--- config.mk ---
export PLATFORM = sky130hd
export DESIGN_NAME = mdu_seq
export DESIGN_NICKNAME = d
export VERILOG_FILES = /design/src/rtl/mdu_seq.sv
export SDC_FILE = /design/constraint.sdc
export NUM_CORES = 1
export LEC_CHECK = 0
export CORE_MARGIN = 5
export CORE_UTILIZATION = 35
export DETAILED_ROUTE_END_ITERATION = 16
export GPL_ROUTABILITY_DRIVEN = 0
export PLACE_DENSITY = 0.52
export SKIP_LAST_GASP = 1
export SYNTH_ARGS = -nofsm -noshare
export SYNTH_HDL_FRONTEND = slang
export SYNTH_SLANG_ARGS = --single-unit
--- constraint.sdc ---
create_clock -name clk -period 8.35 [get_ports clk]
set_input_delay 1.2525 -clock clk [delete_from_list [all_inputs] [get_ports clk]]
set_output_delay 1.2525 -clock clk [all_outputs]
set_load 0.02 [all_outputs]
--- src/rtl/mdu_seq.sv ---
// Sequential radix-2 shift-add multiplier for mult/multu with HI/LO registers.
// Reads of HI/LO stall the pipeline while a multiply is in flight.
module mdu_seq #(
    parameter int n = 32
) (
    input  logic         clk,
    input  logic         reset,
    input  logic         start,
    input  logic         is_signed,
    input  logic [n-1:0] a,
    input  logic [n-1:0] b,
    input  logic         rd_req,
    input  logic         rd_hi,
    output logic [n-1:0] rd_data,
    output logic         busy,
    output logic         done,
    output logic         stall
);

    localparam int cw = $clog2(n + 1);

    typedef enum logic [1:0] {IDLE, RUN, DONE} state_t;

    state_t           state, state_nxt;
    logic [cw-1:0]    count;
    logic [2*n-1:0]   acc;
    logic [2*n-1:0]   mcand_sh;
    logic [2*n-1:0]   product;
    logic [n-1:0]     mplier;
    logic [n-1:0]     hi, lo;
    logic [n-1:0]     a_mag, b_mag;
    logic             neg;

    // Signed operands become magnitudes; -2^(n-1) maps to 2^(n-1) as unsigned.
    assign a_mag   = (is_signed && a[n-1]) ? -a : a;
    assign b_mag   = (is_signed && b[n-1]) ? -b : b;
    assign product = neg ? -acc : acc;

    always_ff @(posedge clk) begin
        if (reset) state <= IDLE;
        else       state <= state_nxt;
    end

    always_comb begin
        state_nxt = state;
        unique case (state)
            IDLE:    if (start) state_nxt = RUN;
            RUN:     if (count == cw'(n - 1)) state_nxt = DONE;
            DONE:    state_nxt = IDLE;
            default: state_nxt = IDLE;
        endcase
    end

    always_ff @(posedge clk) begin
        if (reset) begin
            count    <= '0;
            acc      <= '0;
            mcand_sh <= '0;
            mplier   <= '0;
            neg      <= 1'b0;
            hi       <= '0;
            lo       <= '0;
        end else begin
            unique case (state)
                IDLE: begin
                    if (start) begin
                        count    <= '0;
                        acc      <= '0;
                        mcand_sh <= {{n{1'b0}}, a_mag};
                        mplier   <= b_mag;
                        neg      <= is_signed & (a[n-1] ^ b[n-1]);
                    end
                end
                RUN: begin
                    // Multiplicand shifts left while multiplier shifts right, so bit 0 is always current.
                    if (mplier[0]) acc <= acc + mcand_sh;
                    mcand_sh <= mcand_sh << 1;
                    mplier   <= mplier >> 1;
                    count    <= count + cw'(1);
                end
                DONE: begin
                    hi <= product[2*n-1:n];
                    lo <= product[n-1:0];
                end
                default: ;
            endcase
        end
    end

    // Status outputs are forced low while reset is asserted, whatever the state.
    assign busy    = (state != IDLE) && !reset;
    assign done    = (state == DONE) && !reset;
    assign stall   = rd_req && busy;
    assign rd_data = rd_hi ? hi : lo;

endmodule

* Word level (Yosys, flattened, before mapping)
Cells that the tools add are included.
Storage, ports and cells: register bits 233, word-level logic and storage cells 50
Cells by class: reduce and logical (&&, ||, !) cells 13, equality and inequality tests 6, bitwise logic cells 2, add/sub/neg operators 5, mux-type cells 16
Operators with widths (count):
- two-way mux 64 bit | 4
- case mux 64 bit (2 select lines) | 2
- two-way mux 32 bit | 4
- adder 64 bit | 1
- negation 32 bit | 2
- negation 64 bit | 1
- case mux 32 bit (2 select lines) | 1
- case mux 6 bit (2 select lines) | 1
- adder 6 x 1 -> 6 bit, second input constant | 1
- equality test 6 x 5 -> 1 bit, second input constant | 1
- two-way mux 6 bit | 1
- inequality test 2 bit, second input constant | 3
- AND reduction 2 bit | 3
- logical AND 1 bit | 5
- two-way mux 2 bit | 2
- case mux 2 bit (2 select lines) | 1
- nonzero test 2 bit | 2
- AND reduction 3 bit | 1
- equality test 2 x 1 -> 1 bit, second input constant | 1
- equality test 2 bit, second input constant | 1
- logical NOT 2 bit | 1
- AND 1 bit | 1
- logical NOT 1 bit | 1
- bitwise XOR 1 bit | 1

* Longest topological paths before layout
depth after elaboration 4, gate-level depth with buffers 14, gate-level depth less buffers 14

* Worst setup path before layout
OpenSTA, ideal clock, no wires.
path type input -> output, start in reset, end out done, path slack 4.686 ns, arrival time 2.412 ns, data required time 7.098 ns, cell stages on the path 5, cell sequence clkbuf_1 clkbuf_1 clkbuf_1 clkbuf_1 nor2_1
On the way: cells in the longest elaborated chain, start to end 2
RTL lines:
- start: declaration | line 7 | input logic reset,
- logical NOT 1 bit | line 92 | assign done = (state == DONE) && !reset;
- logical AND 1 bit | line 92
- end: declaration | line 16 | output logic done,
Every way passes these cells.

* Worst setup path in the final report
start in rd_hi, end out rd_data[17]
On the way: cells in the longest elaborated chain, start to end 1
RTL lines:
- start: declaration | line 13 | input logic rd_hi,
- two-way mux 32 bit | line 94 | assign rd_data = rd_hi ? hi : lo;
- end: declaration | line 14 | output logic [n-1:0] rd_data,
Every way passes these cells.

==> impl_metrics.yaml <==
die:
  initial_core_util_pct: 35.42
  rows: 75
  die_w_um: 216.0
  pin_count: 105
  die_area_um2: 46660
  fp.dieH_um: 216.0
  core_um2: 41950
global_routing:
  antenna_found_initial: 0
  grt_pass1_wl_um: 71310
  grt_start_max_net_pins: 121
  grt_usage_pct: 18.27
  overflow: 0
  grt_pass1_vias: 12980
logic_synthesis:
  synthTopCellsByArea: "dfxtp_1 31%, nor2_1 7.7%, xor2_1 7.0%, ha_1 5.6%, nand2_1 4.8%"
  syn_nets: 2049
  synth_edf_count: 0
  yosysTopAreaCell: "dfxtp_1"
  ys_async_sr_fraction_pct: 0
  netlist_area_um2: 14860
  synth_top_flop_cell: "dfxtp_1"
  synth-warning-count: 0
  syn_inst: 1911
  synth_cell_types: 73
  yosysTopAreaCellShare_pct: 31.40
  synth.avg_cell_area_um2: 7.774
  ys_seq_area_share_pct: 31.40
  synth-seq-cells: 233
clock_network:
  cts_hold_buffers: 0
  root_buffer: "clkbuf_16"
  cts_sinks: 233
  post_cts_resized: 0
  htreeDepth: 1
  clk_latency_ps: 570
  clk_pin_slew_ps: 60
  cts_buffers: 28
  cts_buffer_depth: 3
  post-cts-setup-buffers: 0
  cts_tree: "built"
setup_path:
  reg2reg_slack_ps: 4730
  timing.rr.end: "acc[50]"
  startpoint_type: "input pin"
  cp.arrival_ps: 3610
  cp-startpoint: "rd_hi"
  worstSetupPathType: "input pin to output pin"
  setup.worst_path.end: "rd_data[17]"
  r2r_start: "acc[0]"
  worst_setup_path_end_kind: "output pin"
  worst-r2r-cell-count: 14
  worstPathRequired_ps: 7100
  cp_max_fo: 32
placement:
  postPlaceCellArea_um2: 16190
  place_ws_ps: 3481
  port_buffers: 104
  dp_hpwl_um: 32450
final_layout:
  area_growth_syn_to_layout_pct: 15.89
  antenna_cells: 0
  layout.nets: 2066
  drive_above_1_share_pct: 6.622
  fin_area_um2: 17220
timing:
  holdWs_ps: 471.9
  period_share_pct: 58.23
  slew_headroom_pct: 11.19
  skew_ps: 10.43
  rsz0062_at_grt: "false"
  fin_crit_ps: 4862
  slew_violations: 0
  tightest_slew_ps: 1328
  setup_slack_ps: 3488
  setup_tns_ps: 0
  hold_violations: 0
  timing.fmax_mhz: 205.7
  finalSetupViolCount: 0
power:
  p_leak_nw: 6.672
  max-vdd-ir-drop_mv: 0.1173
  power_density_nw_per_um2: 168.8
  power.total_mw: 2.906
min_path:
  hold_class: "register to register"
detailed_routing:
  antenna_left: 0
  drt-vias-per-instance: 5.457
  routedWlPerCell_um: 17.60
  drt_iter0_drc: 858
  drc_errors: 0
  routed_wirelength_um: 43760
  dr.pass1.iters: 5
  vias: 13570
run_status:
  status: "finished, final reports clean"
job:
  maxCapViolations: 0
[routing by layer]
layer	wire length [um]	up-vias	track usage (%)
li1	-	6933	-
met1	22700	6279	27.97
met2	18240	304	27.23
met3	2036	55	2.438
met4	787	0	4.092
met5	0	-	0
[worst min path at each step]
| stage | end | depth (start not counted) | slack [ps] | from |
|---|---|---|---|---|
| 2_1_floorplan | hi[11] | 2 | 430 | hi[11] |
| 3_3_place_gp | mplier[31] | 2 | 460 | mplier[31] |
| 3_5_place_dp | hi[17] | 2 | 460 | hi[17] |
| 4_1_cts | hi[17] | 2 | 470 | hi[17] |
| 5_1_grt | hi[17] | 2 | 480 | hi[17] |
| 6_report | hi[17] | 2 | 470 | hi[17] |
[metrics by stage]
stage	util (%)	cells
global route	41.04	2487
global placement	38.60	2437
CTS	41.04	2487
detailed placement	38.60	2437
floorplan	-	1911
finish	41.04	2487
[where the power goes]
group          internal (mW)  total, mW  switching, mW
Sequential              1.15       1.19         0.0380
Combinational          0.140      0.370          0.230
Clock                  0.850       1.35          0.497
Total                   2.14       2.91          0.765
[Yosys cell counts, drive strengths merged, types with 4 or more instances]
master and count:
a2111oi 61, a211oi 61, a21boi 5, a21o 38, a21oi 141, a22o 4, a22oi 30, a31oi 10
and2 10, and3 4, buf 25, clkbuf 105, dfxtp 233, ha 67, inv 19, mux2 33
nand2 190, nand2b 16, nand3 59, nand4 23, nor2 306, nor2b 13, nor3 33, nor3b 5
nor4 17, o211ai 7, o21a 6, o21ai 100, o21bai 11, o22ai 4, o31ai 23, o41ai 18
or2 5, or3 11, or4 12, xnor2 62, xor2 119
[registers in the layout, summed over array words and instances, names as in the netlist]
| register | count |
|---|---|
| neg | 1 |
| mplier | 32 |
| hi | 32 |
| mcand_sh | 64 |
| lo | 32 |
| count | 6 |
| state | 2 |
| acc | 64 |
[critical path, stage by stage]
cell             delay, ps
clkdlybuf4s50_1       1360
mux2_2                 430
clkdlybuf4s50_1        560
[layout make-up]
cell class | count | area (um^2)
clock inverter | 14 | 230.2
tap | 539 | 674.4
sequential | 233 | 4666
timing repair buffer | 117 | 1140
fill | 4333 | 24730
multi-input combinational | 1529 | 9642
clock buffer | 36 | 792.0
inverter | 19 | 71.32
[layout by cell type (no fill, tap or decap), types with 13 or more instances in the layout]
master / instances
nor2_1: 305
dfxtp_1: 232
nand2_1: 188
a21oi_1: 140
xor2_1: 119
clkdlybuf4s50_1: 103
o21ai_0: 90
ha_1: 67
xnor2_1: 62
a211oi_1: 61
a2111oi_0: 60
nand3_1: 59
a21o_1: 38
mux2_2: 33
a22oi_1: 30
clkbuf_16: 29
nor3_1: 27
nand4_1: 22
o31ai_1: 21
inv_1: 18
nor4_1: 15
nand2b_1: 14
o41ai_1: 14
buf_4: 13
[kinds of logic after synthesis]
logic type | share of synthesized area, %
muxes | 2.704
AOI/OAI and AO/OA | 24.11
DFF | 31.40
xor gates and xnor gates | 10.67
buffers and inverters | 3.891
and+or+nand+nor | 21.44
adders and majority gates | 5.778
Power figures use the tool's default switching activity.
